File: src/rtl/deserializador_4b_pkg.sv
// Shared encodings for the serial link: word width, receiver FSM states and bit-order codes.
// Pure declarations; no logic, no latency, no flow control.
// Used by both the transmitter (registrodesp) and this receiver.
package deserializador_4b_pkg;

    localparam int WIDTH_DEF = 4;

    typedef enum logic {
        IDLE = 1'b0,
        RECV = 1'b1
    } state_t;

    localparam logic DIR_MSB = 1'b1;
    localparam logic DIR_LSB = 1'b0;

endpackage

File: src/rtl/deserializador_4b_nucleo_desp.sv
// Dir-controlled shift register with clear and parallel load; sh_nxt previews the post-shift value.
// Latency: one edge per shift; sh_nxt is combinational from s_in/dir.
// No backpressure: shifts whenever shift=1. Priority is clr, then load, then shift.
module deserializador_4b_nucleo_desp
    import deserializador_4b_pkg::*;
#(
    parameter int WIDTH = WIDTH_DEF
) (
    input  logic             clk,
    input  logic             reset,
    input  logic             clr,
    input  logic             load,
    input  logic [WIDTH-1:0] load_dat,
    input  logic             shift,
    input  logic             dir,
    input  logic             s_in,
    output logic [WIDTH-1:0] sh,
    output logic [WIDTH-1:0] sh_nxt
);

    always_comb begin
        if (dir == DIR_MSB) begin
            sh_nxt = {sh[WIDTH-2:0], s_in};
        end else begin
            sh_nxt = {s_in, sh[WIDTH-1:1]};
        end
    end

    always_ff @(posedge clk or posedge reset) begin
        if (reset) begin
            sh <= '0;
        end else if (clr) begin
            sh <= '0;
        end else if (load) begin
            sh <= load_dat;
        end else if (shift) begin
            sh <= sh_nxt;
        end
    end

endmodule

File: src/rtl/deserializador_4b.sv
// Serial-to-parallel receiver: collects WIDTH enb-qualified bits in dir order, presents word on q.
// Latency: q/valid update on the same edge that samples the final bit.
// Backpressure: one-word holding register; a word completing while valid=1 and ready=0 is dropped and sets sticky overrun.
module deserializador_4b
    import deserializador_4b_pkg::*;
#(
    parameter int WIDTH = WIDTH_DEF,
    parameter int CNT_W = 3
) (
    input  logic             clk,
    input  logic             reset,
    input  logic             enb,
    input  logic             dir,
    input  logic             s_in,
    input  logic             clr,
    input  logic             ready,
    output logic [WIDTH-1:0] q,
    output logic             valid,
    output logic             overrun,
    output logic             busy
);

    state_t            state, state_nxt;
    logic [CNT_W-1:0]  cnt;
    logic              dir_lat;
    logic              dir_eff;
    logic              word_done;
    logic [WIDTH-1:0]  sh;
    logic [WIDTH-1:0]  sh_nxt;

    // The first bit of a word uses the live dir input; later bits use the latched value.
    assign dir_eff   = (state == IDLE) ? dir : dir_lat;
    assign word_done = enb && !clr && (state == RECV) && (cnt == CNT_W'(WIDTH-1));

    deserializador_4b_nucleo_desp #(
        .WIDTH (WIDTH)
    ) u_nucleo (
        .clk      (clk),
        .reset    (reset),
        .clr      (clr || word_done),
        .load     (1'b0),
        .load_dat ('0),
        .shift    (enb),
        .dir      (dir_eff),
        .s_in     (s_in),
        .sh       (sh),
        .sh_nxt   (sh_nxt)
    );

    always_ff @(posedge clk or posedge reset) begin
        if (reset) begin
            state <= IDLE;
        end else begin
            state <= state_nxt;
        end
    end

    always_comb begin
        state_nxt = state;
        if (clr) begin
            state_nxt = IDLE;
        end else if (enb) begin
            case (state)
                IDLE:    state_nxt = RECV;
                RECV:    state_nxt = word_done ? IDLE : RECV;
                default: state_nxt = IDLE;
            endcase
        end
    end

    always_comb begin
        busy = (state == RECV);
    end

    always_ff @(posedge clk or posedge reset) begin
        if (reset) begin
            cnt     <= '0;
            dir_lat <= DIR_MSB;
        end else if (clr) begin
            cnt <= '0;
        end else if (enb) begin
            cnt <= word_done ? '0 : cnt + 1'b1;
            if (state == IDLE) begin
                dir_lat <= dir;
            end
        end
    end

    always_ff @(posedge clk or posedge reset) begin
        if (reset) begin
            q       <= '0;
            valid   <= 1'b0;
            overrun <= 1'b0;
        end else if (clr) begin
            valid   <= 1'b0;
            overrun <= 1'b0;
        end else if (word_done) begin
            if (!valid || ready) begin
                q     <= sh_nxt;
                valid <= 1'b1;
            end else begin
                overrun <= 1'b1;
            end
        end else if (valid && ready) begin
            valid <= 1'b0;
        end
    end

endmodule
File: config.mk
export PLATFORM = sky130hd
export DESIGN_NAME = deserializador_4b
export DESIGN_NICKNAME = d
export VERILOG_FILES = /design/src/rtl/deserializador_4b_pkg.sv /design/src/rtl/deserializador_4b_nucleo_desp.sv /design/src/rtl/deserializador_4b.sv
export SDC_FILE = /design/constraint.sdc
export NUM_CORES = 1
export LEC_CHECK = 0
export BUFFER_PORTS_ARGS = -buffer_cell sky130_fd_sc_hd__buf_2
export CORE_AREA = 2 2 39 41
export DETAILED_ROUTE_END_ITERATION = 6
export DIE_AREA = 0 0 41 43
export PLACE_DENSITY = 0.75
export SLEW_MARGIN = 20
export SYNTH_ARGS = -nofsm -noshare
export SYNTH_HDL_FRONTEND = slang
export SYNTH_SLANG_ARGS = --single-unit
File: constraint.sdc
create_clock -name clk -period 4.5 [get_ports clk]
set_clock_uncertainty 0.1 [all_clocks]
set_input_delay 0.9 -clock clk [delete_from_list [all_inputs] [get_ports clk]]
set_output_delay 0.9 -clock clk [all_outputs]
set_load 0.005 [all_outputs]
==> metrics.md <==
| Metric | Value |
|---|---|
| DRC errors left | `0` |
| Die extent in y | `43 um` |
| Syn_nets | `65` |
| Hold Path Sink | `dir_lat` |
| Number of library cell types mapped by synthesis | `17` |
| Core Region | `0.00138 mm^2` |
| LEAKAGE | `0.000413 uW` |
| Max_slew headroom | `0.614` |
| Sequential share of the synthesized area | `0.553` |
| CP startpoint | `dir` |
| Pwr/cell area | `321 mW/mm^2` |
| Clock Latency Late Sink | `0.27 ns` |
| Status | `finished, final reports clean` |
| Reg-to-Reg End | `q[1]` |
| Worst r2r path cells | `3` |
| GRT Util Overall | `0.176` |
| RSZ-0062 raised after global routing | `false` |
| # setup viols final | `0` |
| Die area | `0.00176 mm^2` |
| DR iter-0 viols | `7` |
| Setup TNS | `0 ns` |
| # diodes | `0` |
| CTS clock-pin slew for the worst setup and hold paths | `0.08 ns` |
| Chip width | `41 um` |
| Via count | `469` |
| CTS buffer count | `3` |
| CP max FO | `5` |
| Worst slew pin tran | `0.578 ns` |
| Final Wtd Congestion | `0.729` |
| Non-Filler Instances | `90` |
| Largest net degree at the start of global routing | `16` |
| Vias in the first global route | `458` |
| # IOs | `14` |
| Nature of the critical path endpoint | `flop` |
| Worst setup path category | `input pin to flop` |
| Final hold vios | `0` |
| Crit start category | `input pin` |
| TritonCTS clock tree | `built` |
| HP Start | `dir_lat` |
| IO Port Bufs | `13` |
| Share of layout cells above drive strength 1 | `0.338` |
| Antenna Violating Nets Remaining | `0` |
| Fmax | `524 MHz` |
| Critical Path Max Stage Delay | `0.36 ns` |
| YS warnings | `0` |
| Minimum clock period | `1.91 ns` |
| Synth area leaders | `dfrtp_1 51%, mux2i_1 8.8%, mux2_4 4.4%` |
| Max Slew Vio Count | `0` |
| Placed cell count | `86` |
| Yosys top cell by area | `dfrtp_1` |
| Layout Nets | `83` |
| Slowest CP cell | `mux2i_2` |
| Clock Path Buffers | `2` |
| Worst EP arrival | `1.97 ns` |
| Max_cap viols | `0` |
| Crit share post-route | `0.424` |
| Global route total overflow | `0` |
| Mapped Cells | `57` |
| Avg Cell Area, Syn | `11.9 um^2` |
| Worst EP required | `4.56 ns` |
| CTS H-tree depth | `1` |
| DP HPWL | `916 um` |
| Util after Layout | `0.572` |
| Resized Gates After CTS | `0` |
| Clock sink count | `15` |
| Setup WS post-layout | `2.59 ns` |
| Reg-to-Reg Start | `busy` |
| Worst hold path type | `flop to flop` |
| VDD IR max | `0.000189 V` |
| Initial antenna violation count | `0` |
| FF+latch count, synth | `15` |
| Setup WS pre-CTS | `2.30 ns` |
| TritonRoute pass-1 iters | `4` |
| WL final | `1.15 mm` |
| Netlist Area Pre-Place | `681 um^2` |
| Wire length per cell | `12.7 um` |
| Worst Hold Depth | `2` |
| Critical path cell sequence | `buf_2 -> mux2i_2 -> mux2_4 -> mux2_2` |
| R2R Setup Slk | `2.75 ns` |
| Clock root cell | `clkbuf_4` |
| Initial Util | `0.492` |
| Synth-to-Final Area Change | `16.4%` |
| Setup Fix Bufs, Post-CTS | `0` |
| Row Count | `14` |
| Hold_buf cts | `0` |
| Routed vias/inst | `5.21` |
| Global-route wire length before repair | `2.07 mm` |
| Share of the synthesized area in the top cell type | `0.515` |
==> final cells by class <==
| type | count | area (um^2) |
|---|---|---|
| clock buffers | 4 | 26.3 |
| well taps | 16 | 20.0 |
| flip-flops and latches | 15 | 377 |
| repair buffers | 13 | 65.1 |
| inverters | 4 | 15.0 |
| fillers | 127 | 592 |
| multi-input cells | 38 | 289 |
==> state kept, by name (all words and copies together), names as in the netlist <==
signal	flops
busy	1
q	4
dir_lat	1
overrun	1
valid	1
u_nucleo.sh	4
cnt	3
==> per-layer routing <==
metal	up-vias	wire length, um	share of wire	track usage
met3	2	44	0.038	0.0314
met5	-	0	0	0
met4	0	12	0.010	0.0800
met2	8	566	0.49	0.266
met1	230	524	0.46	0.235
li1	229	-	-	-
==> worst max path at each step <==
stage | end | cells after the start | slack [ns]
floorplan | q[0] | 3 | 2.49
global placement | q[1] | 4 | 2.33
detailed placement | q[1] | 4 | 2.30
CTS | q[1] | 4 | 2.60
global route | u_nucleo.sh[0] | 4 | 2.57
finish | q[1] | 4 | 2.59
==> kinds of logic after synthesis <==
group | after synthesis | share of synthesized area
adders and majority gates | 1 | 0.0184
buffers and inverters | 4 | 0.0221
AOI/OAI and AO/OA | 8 | 0.0790
muxes | 11 | 0.186
DFF | 15 | 0.553
and+or+nand+nor | 18 | 0.142
==> cell usage after synthesis, drive strengths merged <==
cell type  number
dfrtp          14
ha              1
a32o            2
nor2b           1
o21ai           5
inv             4
mux2            4
nand2           8
dfstp           1
nand2b          3
nand3b          1
mux2i           7
nor3b           1
nor2            4
o22ai           1
==> through the flow <==
step | area [um^2] | power [uW] | hold slack [ns]
floorplan | 681 | 171 | 0.350
global placement | 766 | 182 | 0.380
detailed placement | 766 | 184 | 0.383
CTS | 792 | 259 | 0.396
global route | 792 | 270 | 0.416
finish | 792 | 254 | 0.391
==> cells in the final DEF, fill, tap and decap left out, drive strengths merged, types with 2 or more instances in the layout <==
| cell | count |
|---|---|
| mux2i | 7 |
| inv | 4 |
| o21ai | 5 |
| buf | 13 |
| a32o | 2 |
| nand2 | 8 |
| nand2b | 3 |
| nor2 | 4 |
| dfrtp | 14 |
| mux2 | 4 |
| clkbuf | 4 |
==> where the power goes <==
group	switching (uW)	internal (uW)
sequential	5.35	144
clock	39.9	34.3
combinational	16.2	14.9
==> worst max-delay path: cells and delay by family <==
kind	cells	cell delay, ns
buffers and inverters	1	0.10
multiplexers	3	0.97
(Power assumes the default switching activity.)
